===== config.mk =====
export PLATFORM = sky130hd
export DESIGN_NAME = mem_arbiter
export DESIGN_NICKNAME = d
export VERILOG_FILES = /design/src/rtl/lc3b_types.sv /design/src/rtl/mem_arbiter.sv
export SDC_FILE = /design/constraint.sdc
export NUM_CORES = 1
export LEC_CHECK = 0
export ABC_AREA = 1
export CAP_MARGIN = 40
export CORE_ASPECT_RATIO = 0.5
export CORE_MARGIN = 1.5
export CORE_UTILIZATION = 40
export DETAILED_ROUTE_END_ITERATION = 6
export PLACE_DENSITY = 0.92
export SYNTH_ARGS = -nofsm -noshare
export SYNTH_HDL_FRONTEND = slang
export SYNTH_SLANG_ARGS = --single-unit

===== constraint.sdc =====
create_clock -name clk -period 3 [get_ports clk]
set_clock_uncertainty 0.05 [all_clocks]
set_input_delay 0.3 -clock clk [delete_from_list [all_inputs] [get_ports clk]]
set_output_delay 0.3 -clock clk [all_outputs]
set_load 0.02 [all_outputs]

===== src/rtl/lc3b_types.sv =====
// Shared types for the memory arbiter.
//   arb_state_e : arbiter FSM states (IDLE, GNT_I, GNT_D)
//   req_sel_e   : identifies a requester (instruction or data side);
//                 used for the 1-bit round-robin pointer
package lc3b_types;

    typedef enum logic [1:0] {
        IDLE  = 2'd0,
        GNT_I = 2'd1,
        GNT_D = 2'd2
    } arb_state_e;

    typedef enum logic {
        SEL_I = 1'b0,
        SEL_D = 1'b1
    } req_sel_e;

endpackage


===== src/rtl/mem_arbiter.sv =====
// Two-port to one-port memory arbiter.
// An instruction-side reader (i_*) and a data-side reader/writer (d_*) share
// one physical memory port (m_*). Ties are broken round-robin. The granted
// request is frozen in holding registers for the whole transaction, so a
// requester may change or drop its inputs mid-grant without disturbing it.
//
// Ports:
//   clk, rst_n                      clock, synchronous active-low reset
//   i_read, i_address               instruction-side request
//   i_resp, i_rdata                 instruction-side completion / read data
//   d_read, d_write, d_wmask,
//   d_address, d_wdata              data-side request
//   d_resp, d_rdata                 data-side completion / read data
//   m_read, m_write, m_wmask,
//   m_address, m_wdata              physical-memory request
//   m_resp, m_rdata                 physical-memory completion / read data
module mem_arbiter
    import lc3b_types::*;
#(
    parameter int ADDR_W = 16,
    parameter int DATA_W = 16
) (
    input  logic              clk,
    input  logic              rst_n,

    input  logic              i_read,
    input  logic [ADDR_W-1:0] i_address,
    output logic              i_resp,
    output logic [DATA_W-1:0] i_rdata,

    input  logic              d_read,
    input  logic              d_write,
    input  logic [1:0]        d_wmask,
    input  logic [ADDR_W-1:0] d_address,
    input  logic [DATA_W-1:0] d_wdata,
    output logic              d_resp,
    output logic [DATA_W-1:0] d_rdata,

    output logic              m_read,
    output logic              m_write,
    output logic [1:0]        m_wmask,
    output logic [ADDR_W-1:0] m_address,
    output logic [DATA_W-1:0] m_wdata,
    input  logic              m_resp,
    input  logic [DATA_W-1:0] m_rdata
);

    arb_state_e        state_reg, state_next;
    req_sel_e          last_reg, last_next;

    logic              hold_read_reg,    hold_read_next;
    logic              hold_write_reg,   hold_write_next;
    logic [1:0]        hold_wmask_reg,   hold_wmask_next;
    logic [ADDR_W-1:0] hold_address_reg, hold_address_next;
    logic [DATA_W-1:0] hold_wdata_reg,   hold_wdata_next;

    logic              i_req;
    logic              d_req;

    assign i_req = i_read;
    assign d_req = d_read | d_write;

    always_ff @(posedge clk) begin
        if (!rst_n) begin
            state_reg        <= IDLE;
            last_reg         <= SEL_D;   // instruction side wins the first tie
            hold_read_reg    <= 1'b0;
            hold_write_reg   <= 1'b0;
            hold_wmask_reg   <= '0;
            hold_address_reg <= '0;
            hold_wdata_reg   <= '0;
        end else begin
            state_reg        <= state_next;
            last_reg         <= last_next;
            hold_read_reg    <= hold_read_next;
            hold_write_reg   <= hold_write_next;
            hold_wmask_reg   <= hold_wmask_next;
            hold_address_reg <= hold_address_next;
            hold_wdata_reg   <= hold_wdata_next;
        end
    end

    always_comb begin
        state_next        = state_reg;
        last_next         = last_reg;
        hold_read_next    = hold_read_reg;
        hold_write_next   = hold_write_reg;
        hold_wmask_next   = hold_wmask_reg;
        hold_address_next = hold_address_reg;
        hold_wdata_next   = hold_wdata_reg;

        case (state_reg)
            IDLE: begin
                // Instruction side wins when alone, or on a tie when the
                // data side was served last.
                if (i_req && (!d_req || last_reg == SEL_D)) begin
                    state_next        = GNT_I;
                    last_next         = SEL_I;
                    hold_read_next    = 1'b1;
                    hold_write_next   = 1'b0;
                    hold_wmask_next   = '0;
                    hold_address_next = i_address;
                    hold_wdata_next   = '0;
                end else if (d_req) begin
                    state_next        = GNT_D;
                    last_next         = SEL_D;
                    // Simultaneous read and write is treated as a write.
                    hold_read_next    = d_read & ~d_write;
                    hold_write_next   = d_write;
                    hold_wmask_next   = d_wmask;
                    hold_address_next = d_address;
                    hold_wdata_next   = d_wdata;
                end
            end
            GNT_I, GNT_D: begin
                // Always pass through IDLE so a waiting requester is
                // re-arbitrated fairly.
                if (m_resp) begin
                    state_next = IDLE;
                end
            end
            default: begin
                state_next = IDLE;
            end
        endcase
    end

    // Strobes are gated by the grant so that m_resp in IDLE, or stale holding
    // contents, can never produce a memory request or a completion pulse.
    assign m_read    = (state_reg != IDLE) & hold_read_reg;
    assign m_write   = (state_reg == GNT_D) & hold_write_reg;
    assign m_wmask   = hold_wmask_reg;
    assign m_address = hold_address_reg;
    assign m_wdata   = hold_wdata_reg;

    assign i_resp    = (state_reg == GNT_I) & m_resp;
    assign d_resp    = (state_reg == GNT_D) & m_resp;

    // Read data is broadcast; consumers qualify it with their resp.
    assign i_rdata   = m_rdata;
    assign d_rdata   = m_rdata;

endmodule


; ---- Word level (Yosys, flattened, before mapping)
; Index checks and enable logic that the tools add are counted.
[totals]
inputBits = 72
ff_bits = 39
wordCells = 43
[classes]
n_eq_ne = 4
reduce_logical = 9
bitwise_logic = 7
mux = 16
[op_table]
columns = op, n
row1 = $mux W16, 4
row2 = $mux W2, 5
row3 = $mux W1, 6
row4 = $and A1 B1 Y1, 5
row5 = $pmux W2 S2, 1
row6 = $reduce_and A2 Y1, 2
row7 = $reduce_bool A2 Y1, 2
row8 = $ne A3 B3 Y1 const B, 1
row9 = $eq A2 B1 Y1 const B, 1
row10 = $eq A2 B2 Y1 const B, 1
row11 = $logic_not A2 Y1, 1
row12 = $ne A2 B2 Y1 const B, 1
row13 = $reduce_or A2 Y1, 1
row14 = $logic_and A1 B1 Y1, 1
row15 = $logic_not A1 Y1, 1
row16 = $logic_or A1 B1 Y1, 1
row17 = $not A1 Y1, 1
row18 = $or A1 B1 Y1, 1

; ---- Depth between registers and ports, before layout
[logic_depth]
ltp_word = 6
depth_mapped = 8
mapped_depth_nobuf = 7

; ---- Worst setup path after synthesis
; Ideal clock, no wire load.
[synth_path]
kind = register -> register
from = register state_reg[0]
to = register hold_wdata_reg[13], in the netlist m_wdata[13]
t_required_ps = 2879
arrival_ps = 1220
period_less_slack_ps = 1341
path_stages_with_launch = 9
path_slack_ps = 1659
n_path_buf = 2
cell_sequence = dfxtp_1 > inv_1 > ha_1 > inv_2 > a21oi_2 > buf_6 > buf_8 > nand3_2 > a21oi_2
[synth_via]
elab_chain_cells = 2
[synth_rtl]
columns = item, line
row1 = from (decl), mem_arbiter.sv:48  ; arb_state_e state_reg, state_next;
row2 = from (signal assigned), mem_arbiter.sv:73  ; state_reg <= state_next;
row3 = $logic_not A2 Y1, mem_arbiter.sv:92  ; case (state_reg)
row4 = $reduce_and A2 Y1 (no line), -
row5 = to (signal assigned), mem_arbiter.sv:79  ; hold_wdata_reg <= hold_wdata_next;
row6 = to (decl), mem_arbiter.sv:55  ; logic [DATA_W-1:0] hold_wdata_reg, hold_wdata_next;
; No other way between the ends.
; A chain may end at the register's enable or synchronous reset.

; ---- Worst setup path in the final report
[layout_path]
from = register state_reg[0]
to = output m_read
[layout_via]
elab_chain_cells = 2
[layout_rtl]
columns = item, line
row1 = $reduce_bool A2 Y1, mem_arbiter.sv:130  ; assign m_read = (state_reg != IDLE) & hold_read_reg;
row2 = $and A1 B1 Y1, mem_arbiter.sv:130
row3 = to (decl), mem_arbiter.sv:39  ; output logic m_read,
; No other way between the ends.

==> qor.yml <==
sta:
  maxSlewViolCount: 0
  finalSetupViolCount: 0
  timing.hold.ws_ns: 0.424
  fin_tns_setup_ns: 0
  period_share_pct: 71.8
  worst_pin_slew_ns: 0.703
  relSlewSlack_pct: 53.0
  period_minus_slack_ns: 2.15
  rsz0062_at_grt: "false"
  fmax_mhz: 464
  finalHoldViolations: 0
critical_path:
  arrival_ns: 1.80
  rr_endpoint: "m_wmask[1]$_SDFFE_PN0P_"
  worst-setup-path-type: "reg2out"
  worstPathRequired_ns: 2.65
  reg2reg_slack_ns: 1.19
  startpoint_type: "register"
  path_max_fanout: 5
  r2r_start: "state_reg[0]$_SDFFE_PN0P_"
  setup.worst_path.end_class: "primary output"
  ff2ff_path_depth: 5
floorplanning:
  die_y_um: 56.2
  die-area_sq_um: 6140
  io_pins: 142
  row_count: 19
  start_util_pct: 41.4
  dieWidth_um: 109
  core_sq_um: 5470
cells_and_area:
  syn2layout_area_growth_pct: 38.7
  layout.nets: 423
  stdcell_count: 422
  drive_above_1_share_pct: 16.0
  diodes: 0
  final_area_sq_um: 3140
power:
  swShare_pct: 32.6
  power_frac_clock_pct: 32.3
  leakagePower_nw: 1.34
  max-vdd-ir-drop_v: 0.000271
  power_frac_seq_pct: 32.8
  powerDensity_nw_per_um2: 617
  p_int_mw: 1.30
  p_comb_share_pct: 34.9
  switchingPower_uw: 632
drt:
  wl_per_cell_um: 14.0
  drt_pre_antenna_iters: 4
  drc: 0
  routed_wirelength_mm: 5.92
  vias: 2031
  vias_per_cell: 4.81
  drtIter0Drc: 133
  postRouteAntennaNets: 0
outcome:
  status: "finished, final reports clean"
min_path:
  holdCritPathClass: "reg2reg"
  min_to: "m_wdata[15]$_SDFFE_PN0P_"
  hold_depth: 2
  hp-start: "m_wdata[15]$_SDFFE_PN0P_"
clock_network:
  ctsResizeCount: 0
  cts-root-buf: "clkbuf_16"
  cts_buffers: 5
  clock_latency_ns: 0.28
  postCtsSetupRepairBufs: 0
  h-tree-depth: 2
  cts_max_path_buffers: 2
  tritoncts: "yes"
  cts_num_sinks: 39
  postCtsHoldBufs: 0
  cts.clk_slew.worst_paths_ns: 0.06
placement:
  place_congestion: 0.809
  placed_area_sq_um: 2960
  dp_hpwl_mm: 3.92
  port_buffers: 93
  dp_cells: 414
logic_synthesis:
  syn_area_sq_um: 2260
  postSynthAreaPerCell_sq_um: 7.69
  synth_cell_type_count: 22
  synthTopCellsByArea: "dfxtp_1, buf_4, nand2_1"
  synth_cells: 294
  seq_area_frac_synth_pct: 34.5
  yosys_warnings: 0
  synth_nets: 369
  synth.top_cell.area_share_pct: 34.5
  ys_ff_latch: 39
  yosys.area.top_type: "dfxtp_1"
grt:
  overflow: 0
  antenna_found_initial: 0
  grt_use_total_pct: 19.8
  grt_pass1_wl_mm: 9.58
  grt_max_degree: 40
  grt_pass1_vias: 2099
run:
  maxCapViolations: 0
==> worst max-delay path, cell delays in order, from the launching register on <==
cell,delay (ns)
dfxtp_1,0.38
inv_1,0.09
ha_1,0.29
nor2_1,0.15
clkdlybuf4s50_1,0.62
==> synth_stat cells (all sizes together) <==
cell	instances
a21oi	40
and2	1
buf	45
clkbuf	4
dfxtp	39
ha	3
inv	43
nand2	61
nand3	53
nand4	1
nor2	2
o21ai	2
==> power groups by stage <==
stage / Combinational [mW] / Clock [mW] / Sequential (mW)
6_report: 0.675 / 0.624 / 0.635
5_1_grt: 0.730 / 0.649 / 0.641
4_1_cts: 0.676 / 0.627 / 0.635
3_5_place_dp: 0.668 / 0 / 0.642
3_3_place_gp: 0.655 / 0 / 0.639
2_1_floorplan: 0.401 / 0 / 0.718
==> cell usage in the layout, fill, tap and decap left out, types with 2 or more instances in the layout <==
cell type        synthesis  final
a21oi_1                 20     20
clkbuf_16                0      5
ha_1                     3      3
nand3_2                 19     19
inv_1                   41     41
dfxtp_1                 39     39
buf_4                   34      2
a21oi_2                 20     19
nand2_1                 59     59
nand3_1                 34     34
clkdlybuf4s50_1          0     93
inv_2                    2      2
==> how the worst max path moves through the flow <==
stage | end | depth (start not counted) | slack, ns | from
floorplan | m_wdata[13]$_SDFFE_PN0P_ | 8 | 1.66 | state_reg[0]$_SDFFE_PN0P_
global placement | hold_write_reg$_SDFFE_PN0P_ | 5 | 0.79 | d_write
detailed placement | m_address[14]$_SDFFE_PN0P_ | 7 | 0.72 | d_write
CTS | m_read | 4 | 0.83 | state_reg[0]$_SDFFE_PN0P_
global route | m_read | 4 | 0.77 | state_reg[0]$_SDFFE_PN0P_
finish | m_read | 4 | 0.85 | state_reg[0]$_SDFFE_PN0P_
==> through the flow <==
stage	setup slack (ns)	power (mW)	util, %
after global routing	0.772	2.02	57.4
after global placement	0.789	1.29	54.2
final	0.846	1.93	57.4
after detailed placement	0.719	1.31	54.2
after CTS	0.830	1.94	57.4
after floorplan	1.66	1.12	-
==> kinds of logic after synthesis <==
logic type      Yosys count  share of synthesized area [%]
simple gates            118                           27.5
buf+inv                  92                           23.2
flops                    39                           34.5
compound gates           42                           13.1
fa+ha+maj                 3                           1.66
==> layer usage <==
layer	global-route usage (%)	up-vias	part of all wire (%)
met4	9.09	0	2.9
li1	-	1005	-
met2	35.0	65	53
met3	4.33	19	7.2
met5	0	-	0
met1	22.8	942	37
==> area by class of cell <==
class	instances	area, sq um
Sequential cell	39	781
Clock inverter	2	35.0
Tap cell	73	91.3
Fill cell	436	2330
Timing Repair Buffer	96	966
Multi-Input combinational cell	163	963
Clock buffer	6	139
Inverter	43	161
Note: power is estimated with default switching activity, not from simulation.
